File: src/rtl/ws281x_serializer.sv
// Single-wire WS2812B/SK6812 serializer: fetches GRB/GRBW pixels over req/valid,
// prefetches one pixel ahead, and aborts the frame into a latch on underrun.
module ws281x_serializer #(
  parameter  int NUM_LEDS      = 8,
  parameter  int BYTES_PER_LED = 3,
  parameter  int SYSTEM_CLOCK  = 50000000,
  parameter  int T0H_NS        = 300,
  parameter  int T1H_NS        = 600,
  parameter  int BIT_NS        = 1250,
  parameter  int RESET_NS      = 80000,
  localparam int AW            = (NUM_LEDS > 1) ? $clog2(NUM_LEDS) : 1,
  localparam int PW            = 8 * BYTES_PER_LED
) (
  input  logic          clk_i,
  input  logic          reset_i,
  input  logic          start_i,
  input  logic [AW:0]   led_count_i,
  output logic          pixel_req_o,
  output logic [AW-1:0] pixel_addr_o,
  input  logic [PW-1:0] pixel_i,
  input  logic          pixel_valid_i,
  output logic          do_o,
  output logic          busy_o,
  output logic          done_o,
  output logic          underrun_o
);
  localparam longint unsigned NS = 64'd1000000000;
  localparam int C_T0H = int'(64'(SYSTEM_CLOCK) * 64'(T0H_NS) / NS);
  localparam int C_T1H = int'(64'(SYSTEM_CLOCK) * 64'(T1H_NS) / NS);
  localparam int C_BIT = int'(64'(SYSTEM_CLOCK) * 64'(BIT_NS) / NS);
  localparam int C_RST = int'(64'(SYSTEM_CLOCK) * 64'(RESET_NS) / NS);
  localparam int CMAX  = (C_RST > C_BIT) ? C_RST : C_BIT;
  localparam int TW    = $clog2(CMAX + 1);
  localparam int BW    = $clog2(PW);

  localparam logic [TW-1:0] T0H_M1   = TW'(C_T0H - 1);
  localparam logic [TW-1:0] T1H_M1   = TW'(C_T1H - 1);
  localparam logic [TW-1:0] BIT_M1   = TW'(C_BIT - 1);
  localparam logic [TW-1:0] RST_M1   = TW'(C_RST - 1);
  localparam logic [BW-1:0] LAST_BIT = BW'(PW - 1);
  localparam logic [AW:0]   ONE      = (AW+1)'(1);
  localparam logic [AW:0]   MAX_CNT  = (AW+1)'(NUM_LEDS);

  if (!(C_T0H >= 1 && C_T0H < C_T1H && C_T1H < C_BIT)) begin : g_bad_timing
    $error("ws281x_serializer: need 1 <= C_T0H < C_T1H < C_BIT");
  end

  typedef enum logic [2:0] {S_IDLE, S_FETCH, S_HIGH, S_LOW, S_LATCH} state_t;

  state_t        state;
  logic          s1, s2, s2_d, pending_r;
  logic [AW:0]   cnt_r, cur_r;
  logic [AW-1:0] addr_r;
  logic [PW-1:0] shift_r, buf_r;
  logic          buf_full;
  logic [BW-1:0] bit_r;
  logic [TW-1:0] tmr;
  logic          do_r, req_r, busy_r, done_r, und_r;

  logic          rise, xfer;
  logic [AW:0]   cnt_in, nxt_addr;

  assign rise     = s2 & ~s2_d;
  assign xfer     = req_r & pixel_valid_i;
  assign cnt_in   = (led_count_i > MAX_CNT) ? MAX_CNT : led_count_i;
  assign nxt_addr = {1'b0, addr_r} + ONE;

  always_ff @(posedge clk_i or posedge reset_i) begin
    if (reset_i) begin
      s1   <= 1'b0;
      s2   <= 1'b0;
      s2_d <= 1'b0;
    end else begin
      s1   <= start_i;
      s2   <= s1;
      s2_d <= s2;
    end
  end

  always_ff @(posedge clk_i or posedge reset_i) begin
    if (reset_i) begin
      state     <= S_LATCH;
      pending_r <= 1'b0;
      cnt_r     <= '0;
      cur_r     <= '0;
      addr_r    <= '0;
      shift_r   <= '0;
      buf_r     <= '0;
      buf_full  <= 1'b0;
      bit_r     <= '0;
      tmr       <= '0;
      do_r      <= 1'b0;
      req_r     <= 1'b0;
      busy_r    <= 1'b1;
      done_r    <= 1'b0;
      und_r     <= 1'b0;
    end else begin
      done_r <= 1'b0;
      und_r  <= 1'b0;
      if (rise && state != S_IDLE) pending_r <= 1'b1;
      // Any accepted pixel lands in the prefetch buffer unless a state below consumes it directly.
      if (xfer) begin
        buf_r    <= pixel_i;
        buf_full <= 1'b1;
        req_r    <= 1'b0;
      end
      case (state)
        S_IDLE: begin
          buf_full <= 1'b0;
          if (pending_r || rise) begin
            pending_r <= 1'b0;
            cnt_r     <= cnt_in;
            busy_r    <= 1'b1;
            tmr       <= '0;
            addr_r    <= '0;
            if (cnt_in == '0) state <= S_LATCH;
            else begin
              state <= S_FETCH;
              req_r <= 1'b1;
            end
          end
        end
        S_FETCH: if (xfer) begin
          shift_r  <= pixel_i;
          buf_full <= 1'b0;
          bit_r    <= '0;
          tmr      <= '0;
          cur_r    <= '0;
          do_r     <= 1'b1;
          state    <= S_HIGH;
          if (cnt_r > ONE) begin
            req_r  <= 1'b1;
            addr_r <= nxt_addr[AW-1:0];
          end
        end
        S_HIGH: begin
          tmr <= tmr + 1'b1;
          if (tmr == (shift_r[PW-1] ? T1H_M1 : T0H_M1)) begin
            do_r  <= 1'b0;
            state <= S_LOW;
          end
        end
        S_LOW: begin
          if (tmr != BIT_M1) tmr <= tmr + 1'b1;
          else begin
            tmr <= '0;
            if (bit_r != LAST_BIT) begin
              shift_r <= shift_r << 1;
              bit_r   <= bit_r + 1'b1;
              do_r    <= 1'b1;
              state   <= S_HIGH;
            end else if (cur_r + ONE == cnt_r) begin
              state <= S_LATCH;
            end else if (buf_full || xfer) begin
              // A transfer on the boundary cycle is still in time: bypass the buffer.
              shift_r  <= buf_full ? buf_r : pixel_i;
              buf_full <= 1'b0;
              cur_r    <= cur_r + ONE;
              bit_r    <= '0;
              do_r     <= 1'b1;
              state    <= S_HIGH;
              if (nxt_addr < cnt_r) begin
                req_r  <= 1'b1;
                addr_r <= nxt_addr[AW-1:0];
              end
            end else begin
              und_r <= 1'b1;
              req_r <= 1'b0;
              state <= S_LATCH;
            end
          end
        end
        S_LATCH: begin
          if (tmr == RST_M1) begin
            tmr    <= '0;
            done_r <= 1'b1;
            busy_r <= 1'b0;
            state  <= S_IDLE;
          end else tmr <= tmr + 1'b1;
        end
        default: state <= S_LATCH;
      endcase
    end
  end

  assign pixel_req_o  = req_r;
  assign pixel_addr_o = addr_r;
  assign do_o         = do_r;
  assign busy_o       = busy_r;
  assign done_o       = done_r;
  assign underrun_o   = und_r;
endmodule

File: config.mk
export PLATFORM = sky130hd
export DESIGN_NAME = ws281x_serializer
export DESIGN_NICKNAME = d
export VERILOG_FILES = /design/src/rtl/ws281x_serializer.sv
export SDC_FILE = /design/constraint.sdc
export NUM_CORES = 1
export LEC_CHECK = 0
export ABC_AREA = 1
export CAP_MARGIN = 20
export CORE_MARGIN = 1
export CORE_UTILIZATION = 43
export CTS_CLUSTER_SIZE = 14
export DETAILED_ROUTE_END_ITERATION = 10
export SLEW_MARGIN = 20
export SYNTH_ARGS = -nofsm -noshare
export SYNTH_HDL_FRONTEND = slang
export SYNTH_SLANG_ARGS = --single-unit
File: constraint.sdc
create_clock -name clk_i -period 7.65 [get_ports clk_i]
set_input_delay 1.53 -clock clk_i [delete_from_list [all_inputs] [get_ports clk_i]]
set_output_delay 1.53 -clock clk_i [all_outputs]
set_load 0.02 [all_outputs]
==> out/results.ini <==
[outcome]
status = finished clean

[cts]
insertion_delay_ps = 350
cts_resized = 0
cts_buffer_depth = 2
htreeDepth = 3
cts_hold_buf = 0
cts_tree = done
cts-root-buf = clkbuf_16
clock-sinks = 89
clk_pin_slew_ps = 60
postCtsSetupBuffers = 0
numCtsBuffers = 9

[placement]
post-place-ws_ps = 2790
dp.cells = 815
port-buffer-count = 39
placed_area_um2 = 5530
gp_congestion = 0.829
hpwlAfterDp_mm = 8.02

[job]
drv.max_cap_violation_count = 0

[final_layout]
finalNetCount = 723
design_area_um2 = 5820
fin_cells = 831
areaGrowthSynthToFinish_pct = 14.7
num-fill-cells = 1106
antenna_cells = 0
multiInputGateArea_um2 = 2480
final_core_util_pct = 50.8
drive_above_1_share_pct = 10.5
seqCellArea_um2 = 2230

[global_routing]
antenna_found_initial = 0
grt_overflow = 0
grt_max_degree = 62
grt_pass1_wl_mm = 19.9
grt_pass1_vias = 4153
grt_usage_pct = 20.2

[sta]
maxSlewHeadroom_pct = 31.8
fin_worst_skew_ps = 4.64
setup_viol_count_final = 0
timing_hold_violations_final = 0
drv_slew = 0
layout_worst_path_cycle_share_pct = 58.2
period_needed_ps = 4450
fin_setup_tns_ps = 0
tightest_slew_ps = 1020
rsz0062_at_grt = no
layout_setup_ws_ps = 3200
hold_ws_ps = 362
max_freq_mhz = 225

[min_path]
hold_path_class = flip-flop to flip-flop
hold_depth = 0

[critical_path]
end_kind = flip-flop
crit_cells = 10
criticalPathCategory = input pin to flip-flop
cp_num_buf_inv = 3
path_cells = clkdlybuf4s50_1 > nand2_1 > inv_1 > nor2_1 > inv_1 > nand2_2 > nand2_4 > nand2_4 > nand2_1 > o21ai_1
max_stage_delay_ps = 670
critPathRequiredTime_ps = 7920
path_delay_family = simple AND/OR/NAND/NOR gates
cp-start-kind = input pin
cp.arrival_ps = 4720
worstRegToRegCells = 9
cpMaxStageDelayCell = inv_1
crit_path_max_fanout = 51

[detailed_routing]
wirelength_mm = 11.6
drt_first_pass_iters = 5
routedWlPerCell_um = 14.0
viasPerCell = 5.23
drc = 0
drt_iter0_drc = 286
vias = 4349
antenna_left = 0

[floorplanning]
die_y_um = 111
fp-row-count = 39
initial_core_util_pct = 44.3
die-area_um2 = 12200
die_x_um = 111
ios = 40
core_area_um2 = 11500

[power_and_ir_drop]
p_leak_nw = 2.86
power_mw = 0.999
power_density_nw_per_um2 = 172
irDropWorstVdd_mv = 0.120

[synth]
yosys_warnings = 0
synth_seq_cells = 89
synth_ff_type = dfrtp_1
avgSynthCellArea_um2 = 7.80
synth_cells = 651
synthDistinctLibCells = 43
syn-cell-area_um2 = 5080
synth_edf_count = 0
ys_seq_area_share_pct = 43.9
async_reset_ff_share_pct = 100
synth_nets = 691

-- sequential cells by signal, summed over array words and instances, names as in the netlist --
name,flops
buf_r,24
shift_r,24
tmr,12
bit_r,5
cnt_r,4
cur_r,4
pixel_addr_o,3
state,3
buf_full,1
busy_o,1
do_o,1
done_o,1
pending_r,1
pixel_req_o,1
s1,1
s2,1
s2_d,1
underrun_o,1
-- kinds of logic after synthesis --
kind of cell / count (synthesis) / synth area share, %
flops: 89 / 43.9
buf+inv: 81 / 7.17
mux: 13 / 2.56
fa+ha+maj: 8 / 1.97
xor+xnor: 3 / 0.518
compound gates: 104 / 12.7
simple gates: 353 / 31.1
-- worst paths after layout --
path | from | endpoint | slack, ps
min in group asynchronous | reset_i | buf_r[7] | 1530
hold / removal | s1 | s2 | 360
hold reg to reg | s1 | s2 | 360
max in group asynchronous | reset_i | buf_r[23] | 4940
setup / recovery | pixel_valid_i | shift_r[0] | 3200
setup reg to reg | pixel_req_o | shift_r[0] | 4390
-- where the power goes --
group	switching [mW]	internal (mW)	total, mW
Clock	0.183	0.255	0.438
Sequential	0.0119	0.488	0.500
Combinational	0.0312	0.0300	0.0612
-- cells in the final DEF (no fill, tap or decap), types with 8 or more instances in the layout --
cell type	n
nand4_1	9
clkdlybuf4s50_1	39
nand2_1	220
clkbuf_16	9
ha_1	8
nand2_2	9
inv_1	53
mux2i_1	13
o21ai_0	33
nand3_1	44
a21oi_1	28
o21ai_2	21
nor2_1	40
dfrtp_1	87
nor3_1	9
-- layer usage --
layer	part of all wire, %	vias to the layer above	GRT usage, %	wire length (um)
met5	0	-	0	0
met3	3.0	17	2.95	343
met1	46	2065	26.0	5350
met4	1.9	0	8.62	223
li1	-	2185	-	-
met2	49	82	34.1	5690
-- synth_stat cells (2+ instances only) --
library cell | instances | area (um2)
nor2_2 | 2 | 12.5
nand2_1 | 220 | 826
nor3_1 | 9 | 45.0
inv_4 | 2 | 12.5
inv_2 | 6 | 22.5
o22ai_1 | 4 | 25.0
inv_1 | 54 | 203
nand4_1 | 9 | 56.3
nand2_4 | 3 | 33.8
xor2_1 | 2 | 17.5
nor2_8 | 3 | 60.1
nand3b_1 | 4 | 30.0
clkbuf_1 | 7 | 26.3
o211ai_1 | 7 | 52.6
buf_6 | 6 | 67.6
a31oi_1 | 3 | 18.8
o21ai_1 | 4 | 20.0
o21ai_0 | 33 | 165
o21ai_2 | 21 | 184
ha_1 | 8 | 100
dfstp_2 | 2 | 52.6
dfrtp_1 | 87 | 2180
buf_2 | 5 | 25.0
nand2_2 | 9 | 56.3
a21oi_1 | 28 | 140
nor3_2 | 2 | 20.0
mux2i_1 | 13 | 130
nor2_1 | 40 | 150
nand3_1 | 44 | 220
-- layout make-up --
| cell class | instances | share of cell area [%] |
|---|---|---|
| Multi-Input combinational cell | 481 | 42.7 |
| Timing Repair Buffer | 40 | 6.83 |
| Clock buffer | 14 | 4.88 |
| Sequential cell | 89 | 38.3 |
| Clock inverter | 2 | 0.172 |
| Tap cell | 143 | 3.07 |
| Inverter | 62 | 4.10 |
Note: power is estimated with default switching activity, not from simulation.
==> RTL change 1 (config.mk and constraints unchanged) <==
Make the reset (`reset_i`) synchronous in 2 clocked blocks.
--- a/src/rtl/ws281x_serializer.sv
+++ b/src/rtl/ws281x_serializer.sv
@@ -66,5 +66,5 @@
   assign nxt_addr = {1'b0, addr_r} + ONE;
 
-  always_ff @(posedge clk_i or posedge reset_i) begin
+  always_ff @(posedge clk_i) begin
     if (reset_i) begin
       s1   <= 1'b0;
@@ -78,5 +78,5 @@
   end
 
-  always_ff @(posedge clk_i or posedge reset_i) begin
+  always_ff @(posedge clk_i) begin
     if (reset_i) begin
       state     <= S_LATCH;
Formal check against the unedited RTL: same outputs for any inputs over 10 cycles, from zero or initial values and one cycle with reset_i high; that may be too few to reach the edited logic, so the function may still have changed.
==> RTL change 1 against the unedited design <==
Routed wire length rose by 12%; global-route usage rose by 1.5 points; sequential share of layout area fell by 7.2 points; setup slack improved by 0.018 ns; core utilization fell by 0.54 points; fmax rose by 0.41%; synthesized area fell by 0.39%; final area fell by 1.5%; sequential cell count did not move; largest cell class unchanged; highest routed layer unchanged.
Power is not compared: it rests on default switching activity, and its combinational part moved more than twofold at a synthesized area within 25%.
==> RTL change 1: results (changes against the unedited design) <==
Yosys
  – Register area share after synthesis: 35.2% (was 43.9%)
  – Net Count, Synth: 828 (was 691)
  – Leading area contributor after synthesis: dfxtp_1 (was dfrtp_1)
  – Synth top area share: 35.2% (was 42.9%)

STA
  – Measured slew at the worst slew-check pin: 1.02 ns (about the same)
  – Final Skew: 0.00588 ns (was 0.00464 ns)
  – Hold WS: 0.421 ns (was 0.362 ns)

Setup path
  – R2r setup slk: 4.19 ns (was 4.39 ns)
  – CP endpoint: shift_r[2] (was shift_r[0])
  – Cells on worst reg2reg path: 7 (was 9)

Finish
  – NonClk Buf Share: 6.94% (was 6.83%)
  – Filler cells: 1194 (was 1106)
  – Share of cells above drive strength 1: 5.70% (was 10.5%)
  – Area taken by multi-input logic gates: 2680 um^2 (was 2480 um^2)
  – Inverter count: 104 (was 62)

Run status
  – Status: finished, final reports clean (unchanged)

GRT
  – GRT Total Usage: 21.7% (was 20.2%)
  – Met2 usage: 35.3% (was 34.1%)
  – Met1 usage: 28.5% (was 26.0%)

Placed design
  – Final GP Congestion: 0.865 (was 0.829)
  – DP Area: 5430 um^2 (was 5530 um^2)
  – # placed instances: 934 (was 815)

Drt
  – Met2 wire len: 6030 um (was 5690 um)
  – 1st-iter DRT viols: 371 (was 286)

Floorplanning
  – Initial Utilization: 44.3% (about the same)

Hold path
  – Hold Path End: s2 (unchanged)
## RTL change 1: critical path: stages
cell and delay, ns:
clkdlybuf4s50_1 0.46, nand2_2 0.40, inv_2 0.33, nor2_2 0.27
nand3_2 0.61, nand3_2 0.78, nand2_1 0.13, inv_1 0.09
nor2_1 0.05
## RTL change 1: power by group
| part | internal, uW | switching, uW | total, uW |
|---|---|---|---|
| logic | 127 | 225 | 352 |
| registers | 515 | 39.8 | 554 |
| clock network | 280 | 184 | 463 |
| total | 922 | 448 | 1370 |
## RTL change 1: cell families after synthesis
family                   Yosys count  share of synthesized area (%)
buffers and inverters            141                           11.8
AND/OR/NAND/NOR                  437                           38.6
AO/OA/AOI/OAI                    108                           11.6
adder cells (fa/ha/maj)            8                           1.98
flip-flops                        89                           35.2
XOR/XNOR                           5                          0.866
==> RTL change 2 (config.mk and constraints unchanged) <==
Without the edit above. Change the parameter `T1H_NS` from 600 to 450.
--- a/src/rtl/ws281x_serializer.sv
+++ b/src/rtl/ws281x_serializer.sv
@@ -6,5 +6,5 @@
   parameter  int SYSTEM_CLOCK  = 50000000,
   parameter  int T0H_NS        = 300,
-  parameter  int T1H_NS        = 600,
+  parameter  int T1H_NS        = 450,
   parameter  int BIT_NS        = 1250,
   parameter  int RESET_NS      = 80000,
Check against the original RTL: same outputs for any inputs over 10 cycles, from zero or initial values and one cycle with reset_i high; that may be too few to reach the edited logic, so the function may still have changed.
==> RTL change 2 against the unedited design <==
Cell count increased by 1.6%; synthesized area decreased by 2.2%; power fell by 1.5%; clock power fell by 3%; setup slack lost 0.091 ns; sequential cell count unchanged; routed wire length rose by 0.22%; final area decreased by 2.2%; critical endpoint unchanged; highest routed layer unchanged.
==> RTL change 2: results (changes against the unedited design) <==
Clock tree
  – Max H-tree Level: 3 (unchanged)
  – # Post-CTS Setup Buffers: 0 (unchanged)
  – Skew-Pair Late Insertion Delay: 0.35 ns (about the same)
  – Root Buffer: clkbuf_16 (unchanged)
  – CTS max path bufs: 2 (unchanged)
  – Clk slew on worst S/H paths: 0.07 ns
  – Total CTS buffers: 9 (unchanged)

Placed design
  – Final GP Congestion: 0.888 (was 0.829)
  – # placed instances: 828 (was 815)
  – Port Buffer Count: 39 (unchanged)
  – DP Area: 5420 um^2 (was 5530 um^2)
  – Post-DP HPWL: 8100 um (was 8020 um)

GRT
  – GRT Total Usage: 21.6% (was 20.2%)
  – Global-route wire length before repair: 19900 um (unchanged)
  – Met1 usage: 27.3% (was 26.0%)
  – Largest net degree at the start of global routing: 68 (was 62)
  – Vias in the first global route: 4235 (was 4153)
  – Met2 usage: 36.7% (was 34.1%)
  – GRT met3 Usage: 3.62% (was 2.95%)

Yosys
  – Synth warn: 0 (unchanged)
  – Net Count, Synth: 707 (was 691)
  – Mux share of post-synthesis cell area: 2.02% (was 2.56%)
  – Commonest cells in the synthesized netlist: nand2_1 (241), dfrtp_1 (87), inv_1 (66) (was nand2_1 (220), dfrtp_1 (87), inv_1 (54))
  – Post-synth EDFFs: 0 (unchanged)
  – Syn avg cell area: 7.44 um^2 (was 7.80 um^2)
  – XOR/XNOR share of the synthesized area: 0.706% (was 0.517%)
  – Register area share after synthesis: 44.9% (was 43.9%)
  – Synth area leaders: dfrtp_1 (44%), nand2_1 (18%), inv_1 (5.0%) (was dfrtp_1 (43%), nand2_1 (16%), nand3_1 (4.3%))
  – Synth Area in Adders: 2.02% (was 1.97%)
  – Compound-gate portion of the synthesized area: 11.3% (was 12.7%)
  – Synth Flop Type: dfrtp_1 (unchanged)
  – Yosys cell types: 42 (was 43)

Setup path
  – WS Path Type: in2reg (unchanged)
  – Worst Path Max Fanout: 49 (was 51)
  – R2r setup slk: 4.24 ns (was 4.39 ns)
  – R2r startpoint: pixel_req_o (unchanged)
  – Worst EP arrival: 4.74 ns (was 4.72 ns)
  – Reg2reg end: shift_r[0] (unchanged)
  – Cells on worst reg2reg path: 8 (was 9)

Finish
  – Filler cells: 1113 (was 1106)
  – Share of cells above drive strength 1: 4.83% (was 10.5%)
  – Largest regs: buf_r x24, shift_r x24, tmr x12 (unchanged)
  – Nets: 739 (was 723)
  – ANT cells: 0 (unchanged)

Drt
  – Total wire length: 11600 um (about the same)
  – Via count: 4396 (was 4349)
  – Vias per std cell: 5.21 (was 5.23)
  – 1st-iter DRT viols: 297 (was 286)
  – First-pass detailed-route iteration total: 8 (was 5)

Power and ir drop
  – Leak: 0.00284 uW (was 0.00286 uW)
  – VDD IR-drop max: 0.0985 mV (was 0.120 mV)
  – Switch share: 23.3% (was 22.6%)

Run status
  – Status: finished, final reports clean (unchanged)

STA
  – Final Skew: 0.00906 ns (was 0.00464 ns)
  – Measured slew at the worst slew-check pin: 0.924 ns (was 1.02 ns)
-- RTL change 2: changes by cell type after synthesis, moves of 4 or more --
cell     delta
nand2_1    +21
o21ai_2    -19
inv_1      +12
o21ai_0    +11
nor2_1      +9
nand2_2     -6
o21ai_1     +6
nor3_1      -5
inv_2       -4
-- RTL change 2: how the worst min path moves through the flow --
stage / from / endpoint / slack, ns / depth (start not counted)
after floorplan: s1 / s2 / 0.33 / 0
after global placement: s1 / s2 / 0.35 / 0
after detailed placement: s1 / s2 / 0.35 / 0
after CTS: s1 / s2 / 0.37 / 0
after global routing: s1 / s2 / 0.38 / 0
final: s1 / s2 / 0.37 / 0
-- RTL change 2: cell families after synthesis --
logic type | after synthesis
adder cells (fa/ha/maj) | 8
XOR/XNOR | 4
AND/OR/NAND/NOR | 367
buffers and inverters | 87
flip-flops | 89
multiplexers | 10
AO/OA/AOI/OAI | 102
-- RTL change 2: final cells by class --
class,count,area share [%]
multi-input cells,491,41.4
flip-flops and latches,89,39.2
clock inverters,2,0.220
repair buffers,40,6.99
inverters,68,4.50
clock buffers,14,4.64
well taps,140,3.08
-- RTL change 2: power by group through the flow --
stage / sequential (uW) / combinational, uW / clock [uW]
2_1_floorplan: 502 / 36.6 / 0
3_3_place_gp: 508 / 59.5 / 0
3_5_place_dp: 508 / 61.0 / 0
4_1_cts: 499 / 61.4 / 433
5_1_grt: 501 / 68.9 / 452
6_report: 499 / 60.1 / 425
-- RTL change 2: per-stage QoR --
step / utilization (%) / setup slack, ns / hold slack (ns) / total power, uW
after floorplan: - / 3.82 / 0.331 / 539
after global placement: 49.1 / 2.80 / 0.351 / 567
after detailed placement: 49.1 / 2.71 / 0.347 / 569
after CTS: 51.6 / 3.07 / 0.370 / 994
after global routing: 51.6 / 2.70 / 0.382 / 1020
final: 51.6 / 3.11 / 0.368 / 984
-- RTL change 2: routing by layer --
| metal | vias up | share of wire [%] |
|---|---|---|
| li1 | 2211 | - |
| met1 | 2086 | 46 |
| met2 | 81 | 49 |
| met3 | 18 | 3.4 |
| met4 | 0 | 1.8 |
| met5 | - | 0 |
-- RTL change 2: critical path: stages --
cell             delay [ns]
clkdlybuf4s50_1        0.42
nand2_1                0.55
inv_1                  0.62
nor2_1                 0.38
inv_1                  0.10
nand2_1                0.09
nand2_2                0.17
nand2_2                0.65
o21ai_0                0.21
